File: config.mk
export PLATFORM = sky130hd
export DESIGN_NAME = branch_resolve_unit
export DESIGN_NICKNAME = d
export VERILOG_FILES = /design/src/rtl/branch_resolve_unit_pkg.sv /design/src/rtl/branch_resolve_unit_pred_meta_reg.sv /design/src/rtl/branch_resolve_unit.sv
export SDC_FILE = /design/constraint.sdc
export NUM_CORES = 1
export LEC_CHECK = 0
export CORE_ASPECT_RATIO = 1.5
export CORE_UTILIZATION = 59
export DETAILED_ROUTE_END_ITERATION = 8
export PLACE_DENSITY = 0.86
export SYNTH_ARGS = -nofsm -noshare
export SYNTH_HDL_FRONTEND = slang
export SYNTH_SLANG_ARGS = --single-unit
File: constraint.sdc
create_clock -name clk -period 15.3 [get_ports clk]
set_input_delay 4.59 -clock clk [delete_from_list [all_inputs] [get_ports clk]]
set_output_delay 4.59 -clock clk [all_outputs]
set_load 0.02 [all_outputs]
File: src/rtl/branch_resolve_unit_pkg.sv
`default_nettype none
// ============================================================================
// Module      : branch_resolve_unit_pkg
// Description : Shared widths and the prediction-metadata record carried down
//               the IF/ID and ID/EX stages of the branch resolve unit.
// Revision    : 1.0 - initial release
// ============================================================================
package branch_resolve_unit_pkg;

    localparam int XLEN      = 32;
    localparam int PHT_IDX_W = 5;
    localparam int CNT_W     = 16;

    // Prediction metadata for one in-flight instruction
    typedef struct packed {
        logic                 valid;
        logic [XLEN-1:0]      pc;
        logic [XLEN-1:0]      pred_next_pc;
        logic [PHT_IDX_W-1:0] pht_index;
    } pred_meta_t;

endpackage
`default_nettype wire

File: src/rtl/branch_resolve_unit_pred_meta_reg.sv
`default_nettype none
// ============================================================================
// Module      : branch_resolve_unit_pred_meta_reg
// Description : One pipeline stage register for prediction metadata, with
//               flush (kill), hold (stall) and bubble (insert invalid) controls.
//               Priority: reset > flush > hold > bubble > load.
// Revision    : 1.0 - initial release
// ============================================================================
module branch_resolve_unit_pred_meta_reg
    import branch_resolve_unit_pkg::*;
(
    input  logic       clk,
    input  logic       reset,
    input  logic       flush_i,
    input  logic       hold_i,
    input  logic       bubble_i,
    input  pred_meta_t d_i,
    output pred_meta_t q_o
);

    pred_meta_t meta_q;
    pred_meta_t meta_d;

    // Next-state selection; killed/bubbled entries keep stale payload, only valid drops
    always_comb begin
        meta_d = meta_q;
        if (flush_i) begin
            meta_d.valid = 1'b0;
        end else if (hold_i) begin
            meta_d = meta_q;
        end else if (bubble_i) begin
            meta_d.valid = 1'b0;
        end else begin
            meta_d = d_i;
        end
    end

    // Stage register with synchronous reset clearing every field
    always_ff @(posedge clk) begin
        if (reset) begin
            meta_q <= '0;
        end else begin
            meta_q <= meta_d;
        end
    end

    assign q_o = meta_q;

endmodule
`default_nettype wire

File: src/rtl/branch_resolve_unit.sv
`default_nettype none
// ============================================================================
// Module      : branch_resolve_unit
// Description : Carries predictor metadata from IF to EX, resolves control flow
//               in EX, produces the gshare update bundle, flush/redirect on
//               misprediction, and saturating branch/mispredict counters.
// Revision    : 1.0 - initial release
// ============================================================================
module branch_resolve_unit
    import branch_resolve_unit_pkg::*;
(
    input  logic                 clk,
    input  logic                 reset,
    input  logic                 if_valid,
    input  logic [XLEN-1:0]      if_pc,
    input  logic [XLEN-1:0]      if_pred_next_pc,
    input  logic [PHT_IDX_W-1:0] if_pht_index,
    input  logic                 stall,
    input  logic                 id_is_branch,
    input  logic                 id_is_jal,
    input  logic                 id_is_jalr,
    input  logic [XLEN-1:0]      id_imm,
    input  logic [XLEN-1:0]      ex_rs1_data,
    input  logic                 ex_bcond,
    output logic                 is_branch,
    output logic                 is_jal,
    output logic                 is_jalr,
    output logic                 actual_taken,
    output logic [XLEN-1:0]      actual_branch_target,
    output logic                 prediction_correct,
    output logic [PHT_IDX_W-1:0] pht_update_index,
    output logic [XLEN-1:0]      ID_EX_pc,
    output logic                 flush,
    output logic [XLEN-1:0]      redirect_pc,
    output logic [CNT_W-1:0]     branch_count,
    output logic [CNT_W-1:0]     mispredict_count
);

    pred_meta_t          w_if_meta;
    pred_meta_t          w_ifid_meta;
    pred_meta_t          w_idex_meta;

    logic                is_branch_q;
    logic                is_jal_q;
    logic                is_jalr_q;
    logic [XLEN-1:0]     imm_q;

    logic                w_v;
    logic                w_taken;
    logic [XLEN-1:0]     w_pc_plus4;
    logic [XLEN-1:0]     w_jalr_sum;
    logic [XLEN-1:0]     w_target;
    logic [XLEN-1:0]     w_actual_next;
    logic                w_correct;
    logic                w_flush;

    logic [CNT_W-1:0]    branch_cnt_q;
    logic [CNT_W-1:0]    branch_cnt_d;
    logic [CNT_W-1:0]    mispredict_cnt_q;
    logic [CNT_W-1:0]    mispredict_cnt_d;

    assign w_if_meta = '{valid:        if_valid,
                         pc:           if_pc,
                         pred_next_pc: if_pred_next_pc,
                         pht_index:    if_pht_index};

    // IF/ID holds on stall; never bubbles itself
    branch_resolve_unit_pred_meta_reg u_if_id_meta (
        .clk      (clk),
        .reset    (reset),
        .flush_i  (w_flush),
        .hold_i   (stall),
        .bubble_i (1'b0),
        .d_i      (w_if_meta),
        .q_o      (w_ifid_meta)
    );

    // ID/EX takes a bubble on stall; never holds
    branch_resolve_unit_pred_meta_reg u_id_ex_meta (
        .clk      (clk),
        .reset    (reset),
        .flush_i  (w_flush),
        .hold_i   (1'b0),
        .bubble_i (stall),
        .d_i      (w_ifid_meta),
        .q_o      (w_idex_meta)
    );

    // ID/EX decode fields; only meaningful while the ID/EX valid bit is set
    always_ff @(posedge clk) begin
        if (reset) begin
            is_branch_q <= 1'b0;
            is_jal_q    <= 1'b0;
            is_jalr_q   <= 1'b0;
            imm_q       <= '0;
        end else if (!w_flush && !stall) begin
            is_branch_q <= id_is_branch;
            is_jal_q    <= id_is_jal;
            is_jalr_q   <= id_is_jalr;
            imm_q       <= id_imm;
        end
    end

    // EX resolution: direction, target, actual next PC and prediction check
    always_comb begin
        w_v        = w_idex_meta.valid;
        w_pc_plus4 = w_idex_meta.pc + XLEN'(4);
        w_jalr_sum = ex_rs1_data + imm_q;
        if (is_jalr_q) begin
            w_target = {w_jalr_sum[XLEN-1:1], 1'b0};
        end else begin
            w_target = w_idex_meta.pc + imm_q;
        end
        if (is_branch_q) begin
            w_taken = ex_bcond;
        end else begin
            w_taken = is_jal_q | is_jalr_q;
        end
        w_actual_next = w_taken ? w_target : w_pc_plus4;
        // A valid non-control instruction predicted taken (BTB alias) also fails here
        w_correct     = !w_v || (w_idex_meta.pred_next_pc == w_actual_next);
        w_flush       = w_v && !w_correct;
    end

    // Saturating performance counter next-state
    always_comb begin
        branch_cnt_d     = branch_cnt_q;
        mispredict_cnt_d = mispredict_cnt_q;
        if (w_v && (is_branch_q || is_jal_q || is_jalr_q) && (branch_cnt_q != '1)) begin
            branch_cnt_d = branch_cnt_q + CNT_W'(1);
        end
        if (w_flush && (mispredict_cnt_q != '1)) begin
            mispredict_cnt_d = mispredict_cnt_q + CNT_W'(1);
        end
    end

    // Performance counter registers
    always_ff @(posedge clk) begin
        if (reset) begin
            branch_cnt_q     <= '0;
            mispredict_cnt_q <= '0;
        end else begin
            branch_cnt_q     <= branch_cnt_d;
            mispredict_cnt_q <= mispredict_cnt_d;
        end
    end

    assign is_branch            = w_v & is_branch_q;
    assign is_jal               = w_v & is_jal_q;
    assign is_jalr              = w_v & is_jalr_q;
    assign actual_taken         = w_v & w_taken;
    assign actual_branch_target = w_target;
    assign prediction_correct   = w_correct;
    assign pht_update_index     = w_idex_meta.pht_index;
    assign ID_EX_pc             = w_idex_meta.pc;
    assign flush                = w_flush;
    assign redirect_pc          = w_actual_next;
    assign branch_count         = branch_cnt_q;
    assign mispredict_count     = mispredict_cnt_q;

endmodule
`default_nettype wire

==> impl_metrics.py <==
metrics = {
    "cts": {
        "htreeDepth": 1,
        "cts.repair.resized": 0,
        "cts_tree": "done",
        "clock_latency_ns": 0.53,
        "clk_pin_slew_ns": 0.06,
        "cts.sinks": 207,
        "cts_root_buf": "clkbuf_16",
        "post_cts_buffers": 0,
        "cts_buffers": 20,
        "cts.path.max_buffers": 3,
        "postCtsHoldBufs": 0,
    },
    "global_route": {
        "track_usage_pct": 40.7,
        "grt_pass1_vias": 15000,
        "antenna_found_initial": 1,
        "grt_max_degree": 162,
        "grt_pass1_wl_mm": 84.8,
        "grt.overflow.total": 0,
    },
    "layout": {
        "drive_above_1_share_pct": 4.65,
        "fillers": 1953,
        "area_delta_synth_final_pct": 20.0,
        "nets": 2281,
    },
    "critical_path": {
        "crit_type": "in -> out",
        "cp.arrival_ns": 9.69,
        "path_max_fanout": 22,
        "crit_required_ns": 10.71,
        "startpoint_type": "input pin",
        "reg2reg_slack_ns": 9.29,
        "end_kind": "output pin",
    },
    "power": {
        "p_leak_uw": 0.00748,
        "p_seq_share_pct": 36.8,
        "p_sw_uw": 541,
        "vdd_drop_max_mv": 0.0969,
        "swShare_pct": 33.5,
        "p_total_uw": 1610,
        "pwr-share-clk_pct": 32.4,
        "power_density_nw_per_um2": 85.7,
        "pwr-share-comb_pct": 30.9,
        "intPower_uw": 1070,
    },
    "detailed_routing": {
        "vias": 15300,
        "wl_per_cell_um": 23.1,
        "via_per_inst": 6.30,
        "drt-initial-drc-count": 1256,
        "drt-total-wl_mm": 56.0,
        "firstDrtPassIters": 7,
        "postRouteAntennaNets": 0,
        "drcViolationCount": 0,
    },
    "die": {
        "initial_core_util_pct": 60.5,
        "rows": 72,
        "ios": 280,
        "die_h_um": 202,
        "dieWidth_um": 135,
        "dieArea_um2": 27300,
        "core-area_um2": 25900,
    },
    "synthesis": {
        "netlist-cell-type-count": 98,
        "yosysWarnings": 0,
        "synth_area_um2": 15700,
        "async_flop_share_pct": 0,
        "ys_seq_area_share_pct": 26.4,
        "ys_top_cells_by_area": "dfxtp_1 (26%), mux2i_1 (12%), nand2b_1 (12%)",
        "synth_area_leader_cell": "dfxtp_1",
        "yosysTopAreaCellShare_pct": 26.4,
        "syn_inst": 1907,
        "synth_fp_nets": 2114,
        "avgSynthCellArea_um2": 8.23,
        "synth-edff-count": 0,
        "synth_ff_type": "dfxtp_1",
        "ys_ff_latch": 207,
    },
    "run": {
        "cap_violations": 0,
    },
    "placed_design": {
        "gp_congestion": 1.00,
        "dp_hpwl_mm": 42.5,
        "place_ws_ns": 1.12,
        "numPortBuffers": 279,
    },
    "sta": {
        "fmax_mhz": 70.1,
        "timing.setup.tns_ns": 0,
        "slew_viol_final": 0,
        "fin_ws_ns": 1.02,
        "setup_viol": 0,
        "min_period_ns": 14.28,
        "worstMarginPinSlew_ns": 1.08,
        "finalHoldViolations": 0,
        "fin_skew_ns": 0.0172,
        "hold_ws_ns": 0.484,
        "relSlewSlack_pct": 26.8,
        "rsz0062_at_grt": "no",
        "period_share_pct": 93.3,
    },
    "run_status": {
        "status": "completed",
    },
    "min_path": {
        "hold_class": "reg -> reg",
    },
}
stage by stage:
| stage | util, % | instance area, µm² | instances |
|---|---|---|---|
| finish | 72.6 | 18800 | 2424 |
| global route | 72.6 | 18800 | 2421 |
| CTS | 72.6 | 18800 | 2421 |
| detailed placement | 70.0 | 18200 | 2385 |
| global placement | 70.0 | 18200 | 2385 |
| floorplan | - | 15700 | 1907 |
layer usage:
| layer | up-vias | track usage (%) | share of wire [%] |
|---|---|---|---|
| met5 | - | 0 | 0 |
| met4 | 0 | 28.4 | 7.5 |
| met3 | 238 | 8.58 | 8.4 |
| met2 | 842 | 68.4 | 48 |
| met1 | 7113 | 45.5 | 36 |
| li1 | 7081 | - | - |
registers in the layout, summed over array words and instances (netlist names):
name              cells
u_id_ex_meta.q_o     70
u_if_id_meta.q_o     70
imm_q                32
branch_count         16
mispredict_count     16
is_branch_q           1
is_jal_q              1
is_jalr_q             1
final timing paths:
| path | end | startpoint | cells past startpoint |
|---|---|---|---|
| worst max register to register | imm_q[11] | imm_q[0] | 16 |
| worst min register to register | u_id_ex_meta.q_o[48] | u_if_id_meta.q_o[48] | 2 |
| worst min-delay path | u_id_ex_meta.q_o[48] | u_if_id_meta.q_o[48] | 2 |
| worst max-delay path | prediction_correct | ex_rs1_data[17] | 17 |
cells in the mapped netlist, drive strengths merged, types with 5 or more instances:
master,count
mux2i,189
o2111ai,5
a21o,19
inv,36
and2,9
o211ai,14
o31ai,14
or3,19
dfxtp,207
ha,64
a211o,7
a31oi,11
a32oi,6
a21oi,111
nor3,31
o22ai,6
nand3,37
a221o,5
clkbuf,61
a211oi,12
buf,87
nor2b,15
xnor2,54
o221a,8
a22oi,5
nand2b,289
and4,12
nand4,38
o21ai,67
or2,7
nor2,122
or4,8
and3,22
xor2,46
o21a,13
nor4,19
nand2,143
mux2,14
a21boi,6
critical path, stage by stage:
cell             delay [ns]
clkdlybuf4s50_1        0.41
ha_1                   0.45
a21oi_1                0.24
o21ai_2                0.14
a21oi_1                0.38
nor2_1                 0.07
o31ai_1                0.75
nor4_1                 0.14
buf_4                  0.22
a32oi_1                0.17
o2111ai_1              0.14
a2111oi_1              0.65
and4_1                 0.28
buf_4                  0.24
nor2_1                 0.13
inv_1                  0.09
clkdlybuf4s50_1        0.59
cells by family (layout without fill, tap and decap cells):
kind of cell	Yosys count	after routing	synth area share (%)
compound gates	363	363	16.0
mux	203	203	13.1
xor+xnor	100	100	5.58
other cells	0	3	0
fa+ha+maj	66	66	5.36
simple gates	783	783	27.1
flops	207	207	26.4
buf+inv	185	366	6.56
power by group through the flow:
stage | logic [µW] | registers [µW] | clock network [µW]
finish | 498 | 593 | 523
floorplan | 306 | 589 | 0
global route | 524 | 594 | 548
global placement | 478 | 602 | 0
detailed placement | 482 | 603 | 0
CTS | 487 | 591 | 526
layout make-up:
cell class,count,area [µm²],area share [%]
clock inverters,9,110,0.585
repair buffers,293,2910,15.5
well taps,333,417,2.21
diodes,3,7.51,0.0399
flip-flops and latches,207,4140,22.0
clock buffers,27,567,3.01
inverters,37,139,0.737
multi-input cells,1515,10500,56.0
cells in the final DEF (no fill, tap or decap), drive strengths merged, types with 38 or more instances in the layout:
master	synthesis	routed
nand2	143	143
o21ai	67	67
mux2i	189	189
xnor2	54	54
nor2	122	122
dfxtp	207	207
xor2	46	46
nand4	38	38
ha	64	64
nand2b	289	289
clkdlybuf4s50	0	278
a21oi	111	111
No activity file was read; power rests on OpenSTA's default activity.
